**config.mk**
```make
export PLATFORM = sky130hd
export DESIGN_NAME = ahb_slave_ctrl_p
export DESIGN_NICKNAME = d
export VERILOG_FILES = /design/src/rtl/ahb_slave_ctrl_p.sv
export SDC_FILE = /design/constraint.sdc
export NUM_CORES = 1
export LEC_CHECK = 0
export ABC_AREA = 1
export CORE_MARGIN = 5
export CORE_UTILIZATION = 44
export DETAILED_ROUTE_END_ITERATION = 12
export GPL_TIMING_DRIVEN = 0
export PLACE_DENSITY = 0.79
export SLEW_MARGIN = 20
export SYNTH_ARGS = -nofsm -noshare
export SYNTH_HDL_FRONTEND = slang
export SYNTH_SLANG_ARGS = --single-unit
```
**constraint.sdc**
```tcl
create_clock -name clk -period 1.8 [get_ports clk]
set_input_delay 0.18 -clock clk [delete_from_list [all_inputs] [get_ports clk]]
set_output_delay 0.18 -clock clk [all_outputs]
set_load 0.005 [all_outputs]
```
**src/rtl/ahb_slave_ctrl_p.sv**
```systemverilog
// ahb_slave_ctrl_p: AHB-Lite slave control FSM for a USB endpoint.
// Decodes each accepted address phase against the buffer/register map and
// produces one-cycle buffer or register strobes in the following data phase,
// inserts wait states while the USB side owns the buffer, and answers illegal
// transfers with the two-cycle ERROR response. Control strobes only, no data.
// Optional feature: define SEQ_CHECK_EN to reject SEQ transfers that do not
// continue the previous legal transfer (same size, address advanced by size).
module ahb_slave_ctrl_p #(
    parameter int ADDR_W    = 7,
    parameter int BUF_BYTES = 64,
    parameter int REG_COUNT = 9,
    parameter int RO_COUNT  = 8,
    parameter int MAX_SIZE  = 2
) (
    input  logic              clk,
    input  logic              nRst,
    input  logic              hsel,
    input  logic [ADDR_W-1:0] haddr,
    input  logic [1:0]        htrans,
    input  logic [1:0]        hsize,
    input  logic              hwrite,
    input  logic              bufBusy,
    input  logic              bufRelease,
    output logic [2:0]        state,
    output logic              storeTxData,
    output logic              getRxData,
    output logic              regWrite,
    output logic              regRead,
    output logic [ADDR_W-1:0] accAddr,
    output logic [1:0]        dataSize,
    output logic              hready,
    output logic              hresp,
    output logic              bufferReserved
);

    typedef enum logic [2:0] {
        S_IDLE  = 3'd0,
        S_WRITE = 3'd1,
        S_READ  = 3'd2,
        S_WAIT  = 3'd3,
        S_ERR1  = 3'd4,
        S_ERR2  = 3'd5
    } state_t;

    // One extra bit so address + size never wraps during the range checks.
    localparam int AW1 = ADDR_W + 1;
    localparam logic [AW1-1:0] BUF_END = AW1'(BUF_BYTES);
    localparam logic [AW1-1:0] RO_END  = AW1'(BUF_BYTES + RO_COUNT);
    localparam logic [AW1-1:0] MAP_END = AW1'(BUF_BYTES + REG_COUNT);

    state_t state_q, state_d;
    logic   pend_write_q;   // direction of the transfer being served
    logic   pend_reg_q;     // transfer targets the register file
    logic   pend_reg_d;
    logic   reserved_q;

    logic [3:0]        size_bytes;
    logic [ADDR_W-1:0] size_mask;
    logic [AW1-1:0]    addr_ext, addr_end;
    logic              is_buf, is_reg, xfer_err, seq_err, accept;

    // Decode the current address phase against the map and the legality rules.
    always_comb begin
        size_bytes = 4'd1 << hsize;
        size_mask  = ADDR_W'(size_bytes - 4'd1);
        addr_ext   = {1'b0, haddr};
        addr_end   = addr_ext + AW1'(size_bytes);
        is_buf     = addr_ext < BUF_END;
        is_reg     = !is_buf && (addr_ext < MAP_END);
        xfer_err   = (hsize > 2'(MAX_SIZE))
                   | (|(haddr & size_mask))
                   | (is_buf && (addr_end > BUF_END))
                   | (addr_ext >= MAP_END)
                   | (is_reg && hwrite && (addr_ext < RO_END))
                   | (is_reg && (hsize != 2'd0))
                   | seq_err;
    end

`ifdef SEQ_CHECK_EN
    logic           last_ok_q;   // previous address phase was accepted and legal
    logic [AW1-1:0] seq_next;

    // A SEQ beat must continue the previous legal transfer with the same size.
    always_comb begin
        seq_next = {1'b0, accAddr} + AW1'(4'd1 << dataSize);
        seq_err  = (htrans == 2'b11) &&
                   ((addr_ext != seq_next) || (hsize != dataSize) || !last_ok_q);
    end

    // Remember whether the last address phase started a legal transfer.
    always_ff @(posedge clk or negedge nRst) begin
        if (!nRst)
            last_ok_q <= 1'b0;
        else if (accept)
            last_ok_q <= !xfer_err;
        else if (hready && (!hsel || htrans == 2'b00))
            last_ok_q <= 1'b0;
    end
`else
    assign seq_err = 1'b0;
`endif

    // Address phase is taken whenever the bus is ready, except in ERR2.
    assign accept = hsel && htrans[1] && hready && (state_q != S_ERR2);

    // Next-state selection; all outputs decode from registered state.
    always_comb begin
        // NOTE: every combinational output gets a default first so no path leaves it unassigned (no latch).
        state_d    = S_IDLE;
        pend_reg_d = accept ? is_reg : pend_reg_q;
        case (state_q)
            S_IDLE, S_WRITE, S_READ: begin
                if (accept) begin
                    if (xfer_err)
                        state_d = S_ERR1;
                    else if (!is_reg && bufBusy)
                        state_d = S_WAIT;
                    else
                        state_d = hwrite ? S_WRITE : S_READ;
                end
            end
            S_WAIT:  state_d = bufBusy ? S_WAIT : (pend_write_q ? S_WRITE : S_READ);
            S_ERR1:  state_d = S_ERR2;
            default: state_d = S_IDLE;
        endcase
    end

    // State, transfer attributes and the buffer-reserved flag.
    always_ff @(posedge clk or negedge nRst) begin
        // NOTE: sequential state uses non-blocking assignments so every flop samples pre-edge values.
        if (!nRst) begin
            state_q      <= S_IDLE;
            pend_write_q <= 1'b0;
            pend_reg_q   <= 1'b0;
            accAddr      <= '0;
            dataSize     <= '0;
            reserved_q   <= 1'b0;
        end else begin
            state_q <= state_d;
            if (accept) begin
                accAddr      <= haddr;
                dataSize     <= hsize;
                pend_write_q <= hwrite;
                pend_reg_q   <= is_reg;
            end
            // Set in the store cycle itself and kept if a release coincides with it.
            reserved_q <= ((state_d == S_WRITE) && !pend_reg_d)
                        | storeTxData
                        | (reserved_q & ~bufRelease);
        end
    end

    // Output decode from the registered state.
    always_comb begin
        state          = state_q;
        storeTxData    = (state_q == S_WRITE) && !pend_reg_q;
        getRxData      = (state_q == S_READ)  && !pend_reg_q;
        regWrite       = (state_q == S_WRITE) &&  pend_reg_q;
        regRead        = (state_q == S_READ)  &&  pend_reg_q;
        hready         = (state_q != S_WAIT) && (state_q != S_ERR1);
        hresp          = (state_q == S_ERR1) || (state_q == S_ERR2);
        bufferReserved = reserved_q;
    end

endmodule

```
==> impl_metrics.tcl, run 1 <==
set metrics [dict create \
    detailed_place_hpwl_um 1920 \
    drc 0 \
    area_growth_pct 55.2 \
    die_w_um 58.1 \
    crit_path_top_delay_cell "clkdlybuf4s50_1" \
    cts_max_path_buffers 2 \
    grt_util_all_layers_pct 15.2 \
    power_mw 1.68 \
    cp-end-kind "output pin" \
    drv_cap 0 \
    hold_depth 3 \
    slowest_delay_ns 0.51 \
    cts_tree "yes" \
    nets 219 \
    cts_sinks 15 \
    grt_max_degree 16 \
    ir_worst_vdd_mv 0.596 \
    leakage_nw 0.821 \
    timing.rr.end "accAddr[3]" \
    hold_path_class "in2reg" \
    synth_fp_nets 167 \
    relSlewSlack_pct 56.5 \
    cts_root_buf "clkbuf_4" \
    seq_area_frac_synth_pct 36.9 \
    period_share_pct 96.2 \
    setup_violations 0 \
    finalMaxSlewViolations 0 \
    core_um2 2210 \
    grt_pass1_vias 945 \
    yosys_warnings 0 \
    tightest_slew_ns 0.651 \
    cts_hold_buf 0 \
    worstHoldEndpoint "accAddr[0]" \
    min_from "haddr[0]" \
    path_class "reg2out" \
    crit_required_ns 1.62 \
    r2r_start "state[2]" \
    synth_cell_types 22 \
    fin_skew_ns 0.00719 \
    wl_per_cell_um 12.1 \
    cp_cell_sequence "nor2_2, nand2_1, nor2_1, clkdlybuf4s50_1" \
    r2r_cells 9 \
    rows 17 \
    detail-route-antenna-nets 0 \
    netlist_instances 144 \
    synth_seq_cells 15 \
    vias 1084 \
    antenna_found_initial 0 \
    drt_first_pass_iters 4 \
    stdcell_area_um2 1580 \
    port_buffers 34 \
    finalHoldViolations 0 \
    cts.clk_slew.worst_paths_ns 0.09 \
    fin_cells 223 \
    grt_pass1_wl_um 4060 \
    routabilityCongestion 0.804 \
    dpl_cell_area_um2 1390 \
    drtIter0Drc 20 \
    status "complete, no violations" \
    dp.cells 206 \
    syn_area_per_cell_um2 7.06 \
    gr-total-overflow 0 \
    hold_ws_ns 0.204 \
    clk_latency_ns 0.28 \
    layout-drive-gt1-share_pct 25.1 \
    worst-path-max-fanout 7 \
    period_needed_ns 1.73 \
    dieArea_um2 3370 \
    diodes 0 \
    reg2reg_setup_slack_ns 0.28 \
    wl_um 2700 \
    fillers 171 \
    cts_buffers 3 \
    worst_ep_arrival_time_ns 1.55 \
    p_per_area_nw_per_um2 1070 \
    cts.htree.levels 1 \
    post-route-util_pct 71.3 \
    initial_core_util_pct 45.9 \
    avgViaCountPerCell 4.86 \
    ios 36 \
    die_h_um 58.1 \
    max_freq_mhz 578 \
    syn_area_um2 1020 \
    startpoint_type "register" \
]
-- layout make-up --
class | instances | area [um^2] | area share, %
multi-input cells | 101 | 584 | 37.1
repair buffers | 47 | 434 | 27.5
flip-flops and latches | 15 | 378 | 24.0
inverters | 27 | 111 | 7.06
well taps | 28 | 35.0 | 2.22
clock buffers | 4 | 26.3 | 1.67
plain buffers | 1 | 7.51 | 0.476
-- logic make-up (layout without fill, tap and decap cells) --
group           count (synthesis)  in the layout  share of synthesized area [%]
buf+inv                        28             79                           11.0
compound gates                 13             13                           7.14
flops                          15             15                           36.9
fa+ha+maj                       6              6                           8.13
simple gates                   82             82                           36.8
-- stage by stage --
stage	TNS [ns]	setup WS [ns]
after floorplan	0	0.0737
after global placement	-1.90	-0.587
after detailed placement	-2.16	-0.640
after CTS	-0.00855	-0.00855
after global routing	-0.0252	-0.0252
final	0	0.0689
-- registers in the layout (all words and copies together), names as in the netlist --
signal          count
state               3
dataSize            2
accAddr             7
bufferReserved      1
pend_reg_q          1
pend_write_q        1
-- synthesized netlist by cell type --
cell | number | area (um^2)
nor3_2 | 1 | 10.0
buf_4 | 1 | 7.51
dfrtp_1 | 15 | 375
inv_2 | 3 | 11.3
nor2_1 | 16 | 60.1
nand3_1 | 10 | 50.1
inv_1 | 23 | 86.3
inv_4 | 1 | 6.26
a21oi_1 | 4 | 20.0
o21ai_0 | 6 | 30.0
nand3_2 | 2 | 20.0
o21ai_2 | 1 | 8.76
nand2_2 | 2 | 12.5
ha_1 | 5 | 62.6
nand2_1 | 46 | 173
o22ai_1 | 1 | 6.26
a211oi_1 | 1 | 7.51
nor2_2 | 2 | 12.5
fa_1 | 1 | 20.0
nand2_4 | 1 | 11.3
nor3_1 | 1 | 5.00
nor2_8 | 1 | 20.0
-- routing by layer --
metal,track usage [%],vias to the layer above,part of all wire [%]
met5,0,-,0
met4,5.96,0,0.70
met3,2.23,2,6.0
met2,25.8,30,52
met1,19.3,502,42
li1,-,550,-
-- power breakdown --
| group | total [mW] | switching, mW | internal, mW |
|---|---|---|---|
| logic | 0.909 | 0.397 | 0.512 |
| registers | 0.582 | 0.103 | 0.479 |
| clock network | 0.189 | 0.103 | 0.0859 |
| total | 1.68 | 0.603 | 1.08 |
-- what timing repair did --
item	CTS	global route
resized for setup	22	19
endpoints found under the setup margin	6	4
buffers inserted	6	7
pin swaps	3	8
-- worst max-delay path, delay by kind of cell, from the launching register on --
family                 cells  cell delay (ns)
buffers and inverters      1             0.51
flip-flops                 1             0.49
AND/OR/NAND/NOR            3             0.28
-- placed cells by master, fill, tap and decap left out, types with 2 or more instances in the layout --
cell type	count
nand3_2	3
inv_2	4
clkdlybuf4s50_1	27
ha_1	4
nand2_4	2
dlymetal6s2s_1	2
clkbuf_4	3
buf_4	15
nand3_1	9
nand2_1	43
dfrtp_2	2
dlygate4sd2_1	2
a21oi_1	4
o21ai_0	6
inv_1	19
nand2_2	4
dfrtp_1	13
inv_4	4
nor2_2	3
nor2_1	14
-- worst max path at each step --
stage                     startpoint              to  slack (ns)
after floorplan             hsize[0]  bufferReserved        0.07
after global placement      hsize[1]  bufferReserved       -0.59
after detailed placement    hsize[1]  bufferReserved       -0.64
after CTS                   hsize[0]  bufferReserved      -0.009
after global routing        hsize[1]  bufferReserved       -0.03
final                       state[0]       getRxData        0.07
No activity file was read; power rests on OpenSTA's default activity.
==> run 2, diff against run 1 <==
CORE_MARGIN = 2   (was 5)
SLEW_MARGIN = unset   (was 20)
==> impl_metrics.tcl, run 2 (synthesis gave the netlist of run 1 again) <==
set metrics [dict create \
    drv_cap 0 \
    cts_tree "yes" \
    detailed_place_hpwl_um 1890 \
    stdcell_area_um2 1590 \
    multiInputGateArea_um2 581 \
    nets 219 \
    p_sw_share_pct 35.7 \
    layout_commonest_cell "nand2_1" \
    grt_pass1_vias 986 \
    grt_max_degree 16 \
    drc 0 \
    internal-power_mw 1.08 \
    die_w_um 52.1 \
    setup_violations 0 \
    largest_reg_flops 7 \
    layout-drive-gt1-share_pct 24.6 \
    min_from "haddr[0]" \
    power_frac_seq_pct 33.7 \
    rsz0062_at_grt "yes" \
    cp-end-kind "output pin" \
    wl_per_cell_um 13.0 \
    leakage_nw 0.854 \
    diodes 0 \
    cts.htree.levels 1 \
    antenna_found_initial 0 \
    dieArea_um2 2710 \
    r2r_cells 8 \
    tightest_slew_ns 0.649 \
    hold_path_class "in2reg" \
    max_freq_mhz 565 \
    gr-total-overflow 0 \
    ios 36 \
    hold_depth 3 \
    worst-path-max-fanout 3 \
    startpoint_type "register" \
    fin_cells 223 \
    worstHoldEndpoint "accAddr[0]" \
    worst_ep_arrival_time_ns 1.59 \
    clockPowerShare_pct 12.1 \
    cts_root_buf "clkbuf_4" \
    cts_max_path_buffers 2 \
    cts_hold_buf 0 \
    core_um2 2190 \
    cts_sinks 15 \
    wl_um 2890 \
    vias 1123 \
    ir_worst_vdd_mv 0.636 \
    detail-route-antenna-nets 0 \
    initial_core_util_pct 46.4 \
    routabilityCongestion 0.813 \
    avgViaCountPerCell 5.04 \
    ff_latch_area_um2 378 \
    area_growth_pct 56.7 \
    status "complete, no violations" \
    cts.clk_slew.worst_paths_ns 0.10 \
    dpl_cell_area_um2 1390 \
    port_buffers 34 \
    grt_util_all_layers_pct 20.0 \
    final_cell_mix "45 x nand2_1, 25 x clkdlybuf4s50_1, 18 x inv_1" \
    reg2reg_setup_slack_ns 0.23 \
    finalMaxSlewViolations 0 \
    period_needed_ns 1.77 \
    cts_buffers 3 \
    p_per_area_nw_per_um2 1050 \
    fillers 169 \
    p_switching_mw 0.599 \
    dp.cells 206 \
    die_h_um 52.1 \
    crit_required_ns 1.62 \
    finalHoldViolations 0 \
    r2r_start "state[0]" \
    pwr-share-comb_pct 54.2 \
    fin_skew_ns 0.00544 \
    relSlewSlack_pct 56.6 \
    path_class "reg2out" \
    timing.rr.end "dataSize[0]" \
    rows 17 \
    grt_pass1_wl_um 4000 \
    period_share_pct 98.2 \
    largest_register "accAddr" \
    clk_latency_ns 0.30 \
    drt_first_pass_iters 4 \
    drtIter0Drc 37 \
]
## run 2: how the worst max path moves through the flow
stage	from	to	slack [ns]	cells past startpoint
finish	state[1]	hready	0.03	6
global route	hsize[1]	bufferReserved	-0.08	17
CTS	hsize[0]	bufferReserved	-0.002	17
detailed placement	hsize[1]	bufferReserved	-0.64	16
global placement	hsize[1]	bufferReserved	-0.59	17
floorplan	hsize[0]	bufferReserved	0.07	15
## run 2: per-stage QoR
stage	setup TNS (ns)	hold slack, ns	setup slack [ns]	util [%]	total power, mW
floorplan	0	-0.116	0.0737	-	0.918
global placement	-1.90	0.455	-0.590	63.5	1.33
detailed placement	-2.13	0.462	-0.642	63.5	1.35
CTS	-0.00226	0.288	-0.00226	67.1	1.61
global route	-0.117	0.222	-0.0754	72.6	1.81
finish	0	0.201	0.0315	72.6	1.67
## run 2: area by class of cell
type	count	share of cell area, %
clock buffers	3	1.42
flip-flops and latches	15	23.7
clock inverters	1	0.314
repair buffers	47	28.4
plain buffers	1	0.472
multi-input cells	101	36.5
well taps	28	2.20
inverters	27	7.00
## run 2: power by group through the flow
stage	logic [mW]	registers [mW]	clock network, mW
after CTS	0.835	0.571	0.199
after floorplan	0.335	0.583	0
final	0.908	0.565	0.202
after global routing	1.00	0.587	0.220
after detailed placement	0.772	0.581	0
after global placement	0.761	0.572	0
## run 2: routing by layer
metal	vias to the layer above	share of wire [%]	global-route usage [%]
met5	-	0	0
met4	0	3.8	11.8
met3	13	5.4	1.72
met2	53	50	33.1
met1	506	41	25.2
li1	551	-	-
## run 2: timing repair
item                                    in CTS  in global routing
endpoints found under the setup margin       6                  7
buffers inserted                             6                  7
gates resized for setup                     17                 26
pin swaps                                    6                 11
## run 2: worst max-delay path, cell delays in order, from the launching register on
cell           delay, ns
dfrtp_2             0.43
buf_4               0.16
nor3_4              0.20
inv_2               0.09
nand2_4             0.09
inv_1               0.07
dlygate4sd2_1       0.26
==> run 3, diff against run 2 <==
CAP_MARGIN = 20   (was unset)
CTS_CLUSTER_SIZE = 30   (was unset)
==> results of run 3 <==
Same layout as run 2: the final DEF is identical, and so are final timing and power.
